==> config.mk <==
export PLATFORM = sky130hd
export DESIGN_NAME = fm_audio_decimate_flat
export DESIGN_NICKNAME = d
export VERILOG_FILES = /design/src/rtl/fm_audio_decimate_if.sv /design/src/rtl/fm_audio_decimate.sv /design/src/flat_wrapper.sv
export SDC_FILE = /design/constraint.sdc
export NUM_CORES = 1
export LEC_CHECK = 0
export BUFFER_PORTS_ARGS = -buffer_cell sky130_fd_sc_hd__buf_2
export CAP_MARGIN = 20
export CORE_MARGIN = 2
export CORE_UTILIZATION = 51
export CTS_CLUSTER_SIZE = 8
export DETAILED_ROUTE_END_ITERATION = 7
export GPL_TIMING_DRIVEN = 0
export PLACE_DENSITY_LB_ADDON = 0.2
export RECOVER_POWER = 50
export SYNTH_ARGS = -nofsm -noshare
export SYNTH_HDL_FRONTEND = slang
export SYNTH_SLANG_ARGS = --single-unit
export TNS_END_PERCENT = 50
==> constraint.sdc <==
create_clock -name s00_axis_aclk -period 3.07 [get_ports s00_axis_aclk]
set_input_delay 0.1535 -clock s00_axis_aclk [delete_from_list [all_inputs] [get_ports s00_axis_aclk]]
set_output_delay 0.1535 -clock s00_axis_aclk [all_outputs]
set_load 0.02 [all_outputs]
==> src/rtl/fm_audio_decimate_if.sv <==
`default_nettype none
// +----------------------------------------------------------------------+
// | fm_audio_decimate_if                                                 |
// | AXI-Stream bundle (tvalid/tready/tdata/tlast/tstrb) with modports.   |
// | Revision: 1.0                                                        |
// +----------------------------------------------------------------------+
interface fm_audio_decimate_if #(
  parameter int DATA_WIDTH = 32
);
  logic                      tvalid;
  logic                      tready;
  logic [DATA_WIDTH-1:0]     tdata;
  logic                      tlast;
  logic [DATA_WIDTH/8-1:0]   tstrb;

  modport master (output tvalid, output tdata, output tlast, output tstrb, input tready);
  modport slave  (input tvalid, input tdata, input tlast, input tstrb, output tready);
endinterface
`default_nettype wire

==> src/rtl/fm_audio_decimate.sv <==
`default_nettype none
// +----------------------------------------------------------------------+
// | fm_audio_decimate                                                    |
// | Boxcar decimator (mean of 2^DECIM_LOG2 samples) for FM audio, with   |
// | optional single-pole de-emphasis selected by macro FM_DEEMPH_EN.     |
// | Revision: 1.0                                                        |
// +----------------------------------------------------------------------+
module fm_audio_decimate #(
  parameter int C_S00_AXIS_TDATA_WIDTH = 32,
  parameter int C_M00_AXIS_TDATA_WIDTH = 32,
  parameter int DECIM_LOG2             = 3,
  parameter int DEEMPH_SHIFT           = 4
) (
  input  wire logic            s00_axis_aclk,
  input  wire logic            s00_axis_areset,
  fm_audio_decimate_if.slave   s00_axis,
  fm_audio_decimate_if.master  m00_axis
);

  localparam int c_acc_w = 16 + DECIM_LOG2;

  logic signed [c_acc_w-1:0]    r_acc;
  logic        [DECIM_LOG2-1:0] r_cnt;
  logic                         r_tvalid;
  logic                         r_tlast;
  logic signed [15:0]           r_tdata;

  logic signed [15:0]           w_x;
  logic signed [c_acc_w-1:0]    w_sum;
  logic signed [c_acc_w-1:0]    w_shift;
  logic signed [15:0]           w_mean;
  logic signed [15:0]           w_out;
  logic                         w_ready;
  logic                         w_beat;
  logic                         w_dump;
  logic                         w_unused_in;

  assign w_x     = s00_axis.tdata[15:0];
  assign w_sum   = r_acc + {{DECIM_LOG2{w_x[15]}}, w_x};
  // The sum of 2^DECIM_LOG2 16-bit samples fits c_acc_w bits, so the mean fits 16.
  assign w_shift = w_sum >>> DECIM_LOG2;
  assign w_mean  = w_shift[15:0];

  assign w_ready = !r_tvalid || m00_axis.tready;
  assign w_beat  = s00_axis.tvalid && w_ready;
  assign w_dump  = w_beat && ((r_cnt == {DECIM_LOG2{1'b1}}) || s00_axis.tlast);

  assign w_unused_in = ^{s00_axis.tstrb, s00_axis.tdata[C_S00_AXIS_TDATA_WIDTH-1:16]};

`ifdef FM_DEEMPH_EN
  logic signed [15:0] r_y;
  logic signed [16:0] w_d;
  logic signed [16:0] w_d_sh;
  logic signed [16:0] w_y_sum;

  assign w_d     = {w_mean[15], w_mean} - {r_y[15], r_y};
  assign w_d_sh  = w_d >>> DEEMPH_SHIFT;
  assign w_y_sum = {r_y[15], r_y} + w_d_sh;
  assign w_out   = w_y_sum[15:0];

  // Filter state persists across packets; only reset clears it.
  always_ff @(posedge s00_axis_aclk) begin
    if (s00_axis_areset) begin
      r_y <= '0;
    end else if (w_dump) begin
      r_y <= w_out;
    end
  end
`else
  localparam int c_unused_shift = DEEMPH_SHIFT;
  assign w_out = w_mean;
`endif

  always_ff @(posedge s00_axis_aclk) begin
    if (s00_axis_areset) begin
      r_acc    <= '0;
      r_cnt    <= '0;
      r_tvalid <= 1'b0;
      r_tlast  <= 1'b0;
      r_tdata  <= '0;
    end else begin
      if (w_beat) begin
        if (w_dump) begin
          r_acc    <= '0;
          r_cnt    <= '0;
          r_tdata  <= w_out;
          r_tlast  <= s00_axis.tlast;
          r_tvalid <= 1'b1;
        end else begin
          r_acc <= w_sum;
          r_cnt <= r_cnt + DECIM_LOG2'(1);
        end
      end
      if (r_tvalid && m00_axis.tready && !w_dump) begin
        r_tvalid <= 1'b0;
      end
    end
  end

  assign s00_axis.tready = w_ready;
  assign m00_axis.tvalid = r_tvalid;
  assign m00_axis.tlast  = r_tlast;
  assign m00_axis.tstrb  = '1;

  generate
    if (C_M00_AXIS_TDATA_WIDTH > 16) begin : g_sext
      assign m00_axis.tdata = {{(C_M00_AXIS_TDATA_WIDTH-16){r_tdata[15]}}, r_tdata};
    end else begin : g_narrow
      assign m00_axis.tdata = r_tdata;
    end
  endgenerate

endmodule
`default_nettype wire

==> src/flat_wrapper.sv <==
// flat-port wrapper written by rule: the top's interface ports become plain ports
module fm_audio_decimate_flat 
#(
  parameter int C_S00_AXIS_TDATA_WIDTH = 32,
  parameter int C_M00_AXIS_TDATA_WIDTH = 32,
  parameter int DECIM_LOG2             = 3,
  parameter int DEEMPH_SHIFT           = 4
)
  (s00_axis_aclk, s00_axis_areset, s00_axis_tvalid, s00_axis_tdata, s00_axis_tlast, s00_axis_tstrb, s00_axis_tready, m00_axis_tvalid, m00_axis_tdata, m00_axis_tlast, m00_axis_tstrb, m00_axis_tready);
  fm_audio_decimate_if #(.DATA_WIDTH(32)) s00_axis_i ();
  fm_audio_decimate_if #(.DATA_WIDTH(32)) m00_axis_i ();
  input  wire logic s00_axis_aclk;
  input  wire logic s00_axis_areset;
  input wire logic [$bits(s00_axis_i.tvalid)-1:0] s00_axis_tvalid;
  input wire logic [$bits(s00_axis_i.tdata)-1:0] s00_axis_tdata;
  input wire logic [$bits(s00_axis_i.tlast)-1:0] s00_axis_tlast;
  input wire logic [$bits(s00_axis_i.tstrb)-1:0] s00_axis_tstrb;
  output wire logic [$bits(s00_axis_i.tready)-1:0] s00_axis_tready;
  output wire logic [$bits(m00_axis_i.tvalid)-1:0] m00_axis_tvalid;
  output wire logic [$bits(m00_axis_i.tdata)-1:0] m00_axis_tdata;
  output wire logic [$bits(m00_axis_i.tlast)-1:0] m00_axis_tlast;
  output wire logic [$bits(m00_axis_i.tstrb)-1:0] m00_axis_tstrb;
  input wire logic [$bits(m00_axis_i.tready)-1:0] m00_axis_tready;
  assign s00_axis_i.tvalid = s00_axis_tvalid;
  assign s00_axis_i.tdata = s00_axis_tdata;
  assign s00_axis_i.tlast = s00_axis_tlast;
  assign s00_axis_i.tstrb = s00_axis_tstrb;
  assign s00_axis_tready = s00_axis_i.tready;
  assign m00_axis_tvalid = m00_axis_i.tvalid;
  assign m00_axis_tdata = m00_axis_i.tdata;
  assign m00_axis_tlast = m00_axis_i.tlast;
  assign m00_axis_tstrb = m00_axis_i.tstrb;
  assign m00_axis_i.tready = m00_axis_tready;
  fm_audio_decimate #(.C_S00_AXIS_TDATA_WIDTH(C_S00_AXIS_TDATA_WIDTH), .C_M00_AXIS_TDATA_WIDTH(C_M00_AXIS_TDATA_WIDTH), .DECIM_LOG2(DECIM_LOG2), .DEEMPH_SHIFT(DEEMPH_SHIFT)) u_core (.s00_axis_aclk(s00_axis_aclk), .s00_axis_areset(s00_axis_areset), .s00_axis(s00_axis_i), .m00_axis(m00_axis_i));
endmodule
### Yosys cells after proc, flatten, opt, wreduce, memory -nomap -nowiden

Index checks and enable logic that the tools add are counted.

* add/subtract/negate cells: 2
* equal/unequal tests: 1
* mux-type cells: 2
* reduce and logical (&&, ||, !) cells: 10

Operators by type and width (number)
* 19-bit adder: 1
* 19-bit 2-to-1 mux: 1
* 1-bit logical AND: 4
* 3-bit by 1-bit adder with 3-bit output, second input constant: 1
* 3-bit equality test, second input constant: 1
* 3-bit 2-to-1 mux: 1
* 1-bit zero test: 2
* 1-bit logical OR: 2
* 2-bit AND reduction: 1
* 2-bit OR reduction: 1

* bits in registers: 40
* word-level logic and storage cells: 20

### Depth between registers and ports, before layout

Gate-level depths: netlist of the first run.

* depth after elaboration: 7
* gate-level depth with buffers: 9
* mapped depth without buffers: 9

### Worst setup path after synthesis of the first run

OpenSTA, ideal clock, no wires.

* path kind: register to register
* start: register u_core.r_acc[0]
* end: register u_core.r_acc[12]
* setup time: 117 ps
* data arrival time: 2137 ps
* required time: 2953 ps
* setup slack: 816 ps
* stages on the path, launching flop included: 9
* period minus slack after synthesis: 2254 ps
* path through: dfxtp_1 ha_1 fa_1 a21o_1 a31o_2 a21oi_2 a211oi_1 or3_1 a32o_1

* word-level cells in the longest chain between the ends: 2

RTL lines
* start: declaration: line fm_audio_decimate.sv:22 `logic signed [c_acc_w-1:0] r_acc;`
* start signal: assignment: line fm_audio_decimate.sv:90 `r_acc <= w_sum;`
* 19-bit adder: line fm_audio_decimate.sv:39 `assign w_sum = r_acc + {{DECIM_LOG2{w_x[15]}}, w_x};`
* 19-bit 2-to-1 mux: line fm_audio_decimate.sv:83 `if (w_dump) begin`

No other way between the ends.
A chain may end at the register's enable or synchronous reset.

### Worst setup path after layout of the first run

Same ends and word-level chain as after synthesis.

==> metrics.txt, run 1 <==
RSZ-0062 raised after global routing=false; syn_area_per_cell=8.677 µm²; Clock power frac=approximately 33%; Tcrit/Tclk final=80.99%; final core occ=a little over three fifths; CTS Root Cell=clkbuf_8; Die ar.=5548 µm²; crit path cell chain=ha_1, fa_1, a21o_1, a31o_2, a21oi_2, a211oi_1, or3_1, a32o_1; Synth top cells by count=40 x dfxtp_1, 31 x nand2_1, 26 x nor2_1; Crit. End Element=register; Port-buffer cells=55; Slew HR=60.48%; Synth area leader=dfxtp_1; arrival time worst endpoint=~2.7 ns; crit-path max cell delay=0.41 ns; count leader, synth=dfxtp_1; # placed instances=between 400 and 500; post-synthesis async set-or-reset flop share=0%; Buf/Inv on CP=0; setup violators final=0; Non-Filler Instances=around 430; total of max-cap violations=0; clock skew=0.004807 ns; initial antenna violation count=0; Pleak=approximately 0.0014 µW; Overflow after GRT=0; clock latency on the worst-skew pair=approximately 0.29 ns; Comb power frac=27.0%; vias in the first global route=2063; CP required=3.26 ns; Cell variety after synth=between 50 and 60; CTS HTree Levels=2; post-cts hold buffer count=0; Crit-path slowest cell=fa_1; Post CTS Setup Buffer Count=0; area grow syn2layout=18.62%; Post-Syn Area=around 2500 µm²; largest net degree at the start of global routing=19; Iter 0 DRT Violations=between 100 and 150; width of the chip=roughly 74 µm; Top Family by Delay on Critical Path=compound AO/OA/AOI/OAI gates; status=finished clean; internal power component=~970 µW; Synth Warn #=0; f_max=slightly above 0.4 GHz; gr usage total=around 22%; top_reg_cell synth=dfxtp_1; Synth top area share=about a third; CTS Buf Count=5; switching power=around 440 µW; num rows=25; initial cell density of the core=53.29%; number of synthesized flops with an enable pin=0; fin. max-slew vios=0; setup TNS=0 ns; pwr/cell area=roughly 470 nW/µm²; via count=~2300; RePlAce Congestion=approximately 0.95; sequential area share after synthesis=a little under a third; first-pass GRT wire length=just over 9 mm; startpoint class of the critical path=register; minimum clock period=2.486 ns; NumNets Final=420; die height=~74 µm; DR pass1 iterations=4; diode count=0; DRT Wirelength=~5.8 mm; worst min-delay path class=in -> reg; worst-path fanout max=3; # DRC=0; Core Footprint=about 4800 µm²; dominant cells by area after synthesis=dfxtp_1 32%, ha_1 9.9%, buf_4 5.9%; number of synthesized register bits=40; Flop pwr share=~41%; Worst-path clk slew=0.08 ns; Via density=~5.4; CTS tree=done; DP HPWL=about 4.5 mm; # IOs=80; CTS sink cnt=40; post-cts resize count=0; final hold vios=0; Worst Tran Pin Value=~0.6 ns; critical path type=reg -> reg; Routed Antenna Nets=0; VDD IR max=roughly 0.29 mV; wire per inst=roughly 14 µm; Clock Path Buffers=2; share of cells above drive strength 1=between 20% and 30%; Net Sw Frac=about 31%; synthesized instance count=292
==> placed cells by master (no fill, tap or decap), drive strengths merged, types with 3 or more instances in the layout <==
master	instances
o21bai	4
a22oi	10
buf	42
o21a	4
nand4	3
and4	3
nor3	3
conb	4
nand3	7
inv	7
or4	3
xnor2	14
nand2	32
clkbuf	51
o31ai	3
a21oi	25
a22o	8
a211oi	6
dfxtp	40
o21ai	6
a21o	7
ha	20
nor2	27
xor2	3
==> per-stage QoR <==
stage | worst slack, ns | hold WS (ns) | total power [µW] | cell area (µm²)
2_1_floorplan | 0.8159 | 0.3140 | 868.5 | 2545
3_3_place_gp | 0.6205 | 0.4419 | 963.5 | 2904
3_5_place_dp | 0.6197 | 0.4446 | 969.5 | 2904
4_1_cts | 0.5973 | 0.1706 | 1424 | 3025
5_1_grt | 0.4994 | 0.1825 | 1482 | 3005
6_report | 0.5836 | 0.1668 | 1411 | 3005
==> area by class of cell <==
class	count	area, µm²
Sequential cell	40	800.8
Buffer	31	210.2
Clock buffer	6	82.58
Clock inverter	2	38.79
Tap cell	67	83.83
Inverter	7	26.28
Multi-Input combinational cell	217	1506
Timing Repair Buffer	56	256.5
Fill cell	461	1749
==> worst register-to-register path, cell delays in order, from the launching register on <==
cell,delay [ns]
dfxtp_1,0.32
ha_1,0.21
fa_1,0.41
a21o_1,0.19
a31o_2,0.28
a21oi_2,0.22
a211oi_1,0.12
or3_1,0.37
a32o_1,0.27
==> flip-flops by register name, summed over array words and instances (netlist names) <==
| signal | count |
|---|---|
| u_core.r_cnt | 3 |
| u_core.r_tdata | 16 |
| u_core.r_acc | 19 |
| u_core.m00_axis.tvalid | 1 |
| u_core.m00_axis.tlast | 1 |
==> power groups by stage <==
stage                     clock network [µW]  registers (µW)  logic, µW
after floorplan                            0             601        268
after global placement                     0             583        381
after detailed placement                   0             584        385
after CTS                                465             572        387
after global routing                     484             576        422
final                                    458             572        381
==> metal layers <==
metal	share of wire, %	routed length, µm	vias to the layer above	track usage, %
met1	44	2530	1049	26.92
met3	5.6	326	11	4.472
met5	0	0	-	0
li1	-	-	1166	-
met4	1.2	71	0	5.159
met2	49	2861	64	38.54
==> logic make-up after synthesis <==
group / count (synthesis) / synth area share, %
other cells: 1 / 0.1480
mux: 2 / 0.7902
buf+inv: 38 / 9.383
compound gates: 85 / 24.74
xor+xnor: 17 / 5.877
simple gates: 88 / 16.79
fa+ha+maj: 21 / 10.67
flops: 40 / 31.61
==> path summary, 6_finish.rpt <==
kind | start | endpoint | slack, ns | depth (start not counted)
setup / recovery | u_core.r_acc[0]$_SDFFE_PP0P_ | u_core.r_acc[12]$_SDFFE_PP0P_ | 0.58 | 8
hold / removal | s00_axis_tlast | u_core.m00_axis.tlast$_SDFFE_PP0P_ | 0.17 | 3
setup reg to reg | u_core.r_acc[0]$_SDFFE_PP0P_ | u_core.r_acc[12]$_SDFFE_PP0P_ | 0.58 | 8
hold reg to reg | u_core.r_tdata[3]$_SDFFE_PP0P_ | u_core.r_tdata[3]$_SDFFE_PP0P_ | 0.46 | 2
Note: power is estimated with default switching activity, not from simulation.
==> run 2: changes to the inputs <==
Settings changed: ABC_AREA set to 1, CORE_UTILIZATION 51 to 48.
Clock period 3.07 ns to 2.2 ns, I/O delays scaled along.
==> run 2 against run 1 <==
Worst hold slack worse by 0.13 ns. Core utilization shrank 4.4 points. Non-clock buffer count decreased by 3. Synthesized area increased by 11%. First-iteration DRC count is 15% lower. Cell count is 28% higher. Wire length rose by 13%. Power rose by 46%. Sequential power up 40%. Clock-buffer cell count decreased by 1. Global-route usage up 0.64 points. Largest cell class unchanged. Largest power group unchanged. Highest routed layer unchanged.
==> metrics.txt, run 2 <==
worst min-delay path startpoint=s00_axis_areset; pre-CTS WS=0.2503 ns; worst r2r src=u_core.r_acc[0]$_SDFFE_PP0P_; Critical Path Source=u_core.r_acc[0]$_SDFFE_PP0P_; setup violators final=0; worst min-delay path class=in -> reg; Port-buffer cells=between 50 and 60; pwr/cell area=about 630 nW/µm²; Crit. End Element=register; status=finished clean; Synth area leader=dfxtp_1; Synth Warn #=0; startpoint class of the critical path=register; worst-path fanout max=3; final hold vios=0; RSZ-0062 raised after global routing=false; post-synthesis async set-or-reset flop share=0%; dominant cells by area after synthesis=dfxtp_1 29%, nand2_1 17%, ha_1 8.9%; Iter 0 DRT Violations=a little under 90; Hold Slack=~0.037 ns; post-cts resize count=0; fin worst setup slack=around 0.21 ns; synthesized instance count=between 400 and 500; wire per inst=between 10 and 15 µm; CTS sink cnt=40; share of cells above drive strength 1=a little under 20%; number of synthesized register bits=40; Die ar.=around 6500 µm²; Clock Path Buffers=2; Overflow after GRT=0; CP required=about 2.4 ns; initial antenna violation count=0; diode count=0; Worst Tran Pin Value=approximately 0.56 ns; Core Footprint=5574 µm²; Post-Syn Area=roughly 2800 µm²; RePlAce Congestion=just under 0.9; arrival time worst endpoint=2.19 ns; largest register by flop count=u_core.r_acc; CTS tree=done; syn_area_per_cell=~6.9 µm²; # IOs=80; setup TNS=0 ns; largest net degree at the start of global routing=19; DR pass1 iterations=4; Synth top cells by count=124 x nand2_1, 49 x inv_1, 40 x dfxtp_1; Synth top area share=roughly 29%; CTS HTree Levels=2; Cell variety after synth=33; fin. max-slew vios=0; vias in the first global route=2410; f_max=between 0.5 and 0.6 GHz; number of synthesized flops with an enable pin=0; count leader, synth=nand2_1; post-cts hold buffer count=0; via count=~2700; die height=roughly 80 µm; VDD IR max=0.5232 mV; DRT Wirelength=around 6.6 mm; first-pass GRT wire length=about 11 mm; sequential area share after synthesis=between 20% and 30%; initial cell density of the core=between 50 and 60%; clock skew=~0.012 ns; critical path type=reg -> reg; CTS Buf Count=5; Post CTS Setup Buffer Count=0; gr usage total=~22%; num rows=27; top_reg_cell synth=dfxtp_1; Top Registers=u_core.r_acc x19, u_core.r_tdata x16, u_core.r_cnt x3; width of the chip=approximately 80 µm; area grow syn2layout=16.72%; Worst-path clk slew=approximately 0.080 ns; DP HPWL=about 5.3 mm; Slew HR=between 60% and 70%; Via density=4.853; most common cell after layout, fill and taps aside=nand2_1; clock latency on the worst-skew pair=about 0.30 ns; total of max-cap violations=0; NumNets Final=roughly 540; Pleak=0.001771 µW; max reg flops=19; Tcrit/Tclk final=90.59%; # DRC=0; CTS Root Cell=clkbuf_8; Routed Antenna Nets=0; commonest non-fill, non-tap cells in the layout=124 x nand2_1, 49 x inv_1, 40 x dfxtp_1; minimum clock period=between 1.5 and 2 ns
run 2: cell types whose count changed after synthesis, sizes merged, moves of 6 or more:
cell	change
a211oi	-6
a21oi	+13
nand3	+22
nor2	-8
a22o	-8
a22oi	-9
xnor2	-13
inv	+42
nand2	+104
o21ai	+6
run 2: final cells by class:
class / instances / area (µm²)
well taps: 72 / 90.09
clock inverters: 2 / 60.06
plain buffers: 29 / 210.2
fillers: 557 / 2298
clock buffers: 5 / 68.82
multi-input cells: 294 / 1610
repair buffers: 55 / 251.5
inverters: 49 / 183.9
flip-flops and latches: 40 / 800.8
run 2: path summary, 6_finish.rpt:
check / endpoint / slack, ns / cells past startpoint
max: u_core.r_tdata[11]$_SDFFE_PP0P_ / 0.21 / 12
max reg2reg: u_core.r_tdata[11]$_SDFFE_PP0P_ / 0.21 / 12
min reg2reg: u_core.m00_axis.tlast$_SDFFE_PP0P_ / 0.47 / 2
min: u_core.r_acc[1]$_SDFFE_PP0P_ / 0.04 / 2
run 2: report_power, final:
part           internal, µW  switching, µW
Sequential              769           30.5
Combinational           202            343
Clock                   447            264
run 2: through the flow:
stage | util, % | std cells | area [µm²] | power [µW]
after floorplan | - | 412 | 2818 | 1219
after global placement | 57.10 | 539 | 3183 | 1362
after detailed placement | 57.10 | 539 | 3183 | 1368
after CTS | 59.42 | 546 | 3312 | 2076
after global routing | 58.77 | 546 | 3276 | 2174
final | 58.77 | 546 | 3276 | 2055
run 2: per-layer routing:
metal / global-route usage (%) / routed length [µm] / part of all wire [%]
met1: 29.95 / 3066 / 47
met2: 37.50 / 3089 / 47
met3: 3.371 / 358 / 5.5
met4: 5.593 / 47 / 0.72
met5: 0 / 0 / 0
run 2: critical path: stages, from the launching register on:
cell and delay, ns:
dfxtp_1 0.32, ha_1 0.22, fa_1 0.45, nand3_1 0.11
nand3_2 0.10, nand2_1 0.08, nand2_1 0.10, nand3_1 0.11
nand2_1 0.06, nand2_1 0.05, nand2_1 0.10, o21bai_1 0.14
inv_1 0.05
run 2: logic make-up after synthesis:
logic type / count (synthesis) / synth area share, %
other: 1 / 0.1336
XOR/XNOR: 6 / 1.872
buffers and inverters: 78 / 14.04
AND/OR/NAND/NOR: 193 / 30.76
adder cells (fa/ha/maj): 21 / 9.630
AO/OA/AOI/OAI: 70 / 15.02
flip-flops: 40 / 28.53
==> run 3: changes to the inputs <==
Settings changed: PLACE_DENSITY set to 0.78, PLACE_DENSITY_LB_ADDON 0.2 to not set.
==> run 3 against run 2 <==
Clock-buffer cell count grew 2. Critical path depth shrank 1. Sequential power is essentially flat. Sequential share of layout area is essentially flat. First-iteration DRC count grew 36%. Combinational power grew 2%. Maximum frequency shrank 0.56%. Critical endpoint is now u_core.r_tdata[5]$_SDFFE_PP0P_. Largest cell class unchanged. Largest power group unchanged.
==> metrics.txt, run 3 (same netlist as run 2, synthesis figures left out) <==
Worst-path clk slew=around 0.08 ns; worst-path fanout max=4; Top Registers=u_core.r_acc x19, u_core.r_tdata x16, u_core.r_cnt x3; Comb power frac=27.6%; DRT Wirelength=around 7 mm; Buf/Inv on CP=1; Iter 0 DRT Violations=~120; Crit. End Element=register; share of cells above drive strength 1=20.00%; status=finished clean; Worst Tran Pin Value=around 0.59 ns; CTS sink cnt=40; CTS Root Cell=clkbuf_8; arrival time worst endpoint=approximately 2.2 ns; Crit path top cell by count=nand2_1; # placed instances=roughly 540; gr usage total=a little under a quarter; worst min-delay path startpoint=s00_axis_areset; post-cts resize count=0; switching power=around 650 µW; grt peak-use layer=met2; die height=about 80 µm; pwr/cell area=slightly above 600 nW/µm²; vias in the first global route=2641; largest net degree at the start of global routing=19; clock latency on the worst-skew pair=0.30 ns; via count=2749; startpoint class of the critical path=register; fill cell count=537; RePlAce Congestion=between 0.9 and 1; CTS HTree Levels=2; Crit-path slowest cell=fa_1; Critical Path Source=u_core.r_acc[0]$_SDFFE_PP0P_; internal power component=1372 µW; worst min-delay path class=in -> reg; met1 usage=roughly a third; VDD IR max=0.3939 mV; Routed Antenna Nets=0; Post CTS Setup Buffer Count=0; GR Util met2=~39%; num rows=27; most common cell after layout, fill and taps aside=nand2_1; Core Footprint=about 5600 µm²; crit path cell chain=ha_1, fa_1, nand3_1, nand3_2, nand2_1, nand2_2, or2_1, nand2_1, nand2_1, o211ai_1, inv_1; Non-Filler Instances=around 550; commonest non-fill, non-tap cells in the layout=124 x nand2_1, 49 x inv_1, 40 x dfxtp_1; post-cts hold buffer count=0; wire per inst=approximately 13 µm; Overflow after GRT=0; width of the chip=slightly above 80 µm; crit-path max cell delay=around 0.45 ns; Top Family by Delay on Critical Path=simple AND/OR/NAND/NOR gates; initial cell density of the core=around 50%; Net Sw Frac=roughly a third; M3 GR Usage=under 10%; NumNets Final=536; first-pass GRT wire length=between 10 and 15 mm; f_max=0.4989 GHz; total of max-cap violations=0; DR pass1 iterations=4; Pleak=0.001771 µW; CTS tree=done; # IOs=80; worst r2r src=u_core.r_acc[0]$_SDFFE_PP0P_; final hold vios=0; Die ar.=6475 µm²; Clock Path Buffers=2; CTS Buf Count=5; initial antenna violation count=0; Tcrit/Tclk final=91.10%; CP required=approximately 2.4 ns; critical path type=reg -> reg; Via density=approximately 5.0; Flop pwr share=39.6%; area grow syn2layout=16.63%; minimum clock period=~2 ns; setup TNS=0 ns; DP HPWL=approximately 5.6 mm; Slew HR=slightly above 60%; # DRC=0; diode count=0; clock skew=around 0.010 ns; setup violators final=0; Clock power frac=32.9%; Port-buffer cells=55; fin. max-slew vios=0; max reg flops=19; largest register by flop count=u_core.r_acc; RSZ-0062 raised after global routing=false
[run 3: cell count changes in the layout (fill, tap and decap cells not counted)]
cell | previous run | this run
clkbuf_8 | 6 | 8
bufinv_16 | 2 | 1
[run 3: path summary, 6_finish.rpt]
kind                                                       end  slack, ns  depth (start not counted)
worst max-delay path            u_core.r_tdata[5]$_SDFFE_PP0P_       0.20                         11
worst min-delay path              u_core.r_acc[0]$_SDFFE_PP0P_       0.03                          2
worst max register to register  u_core.r_tdata[5]$_SDFFE_PP0P_       0.20                         11
worst min register to register   u_core.r_acc[12]$_SDFFE_PP0P_       0.48                          2
[run 3: layer usage]
metal,wire length [µm],share of wire (%),up-vias
met5,0,0,-
met4,112,1.6,0
met3,369,5.3,10
met2,3231,46,73
met1,3281,47,1254
li1,-,-,1412
[run 3: final cells by class]
cell class	count	area, µm²	area share (%)
inverter	49	183.9	5.619
sequential	40	800.8	24.46
timing repair buffer	55	251.5	7.683
clock inverter	1	30.03	0.9174
tap	72	90.09	2.752
clock buffer	7	96.34	2.943
multi-input combinational	294	1610	49.20
buffer	29	210.2	6.422
[run 3: per-stage QoR]
step	power (µW)	hold slack [ns]	instance area [µm²]	util (%)	worst slack [ns]
4_1_cts	2041	0.02450	3309	59.37	0.1995
2_1_floorplan	1219	0.1791	2818	-	0.4405
6_report	2020	0.02655	3273	58.72	0.1957
3_5_place_dp	1378	0.3452	3183	57.10	0.2417
5_1_grt	2142	0.02884	3273	58.72	0.03589
3_3_place_gp	1363	0.3449	3183	57.10	0.2753
[run 3: power groups by stage]
stage / Sequential [µW] / Combinational [µW] / Clock, µW
2_1_floorplan: 839 / 380 / 0
3_3_place_gp: 813 / 550 / 0
3_5_place_dp: 815 / 563 / 0
4_1_cts: 799 / 567 / 675
5_1_grt: 805 / 624 / 713
6_report: 799 / 557 / 664
[run 3: worst register-to-register path: stages, from the launching register on]
cell and delay (ns):
dfxtp_1 0.32, ha_1 0.22, fa_1 0.45, nand3_1 0.11, nand3_2 0.10, nand2_1 0.09
nand2_2 0.10, or2_1 0.24, nand2_1 0.07, nand2_1 0.05, o211ai_1 0.08, inv_1 0.06
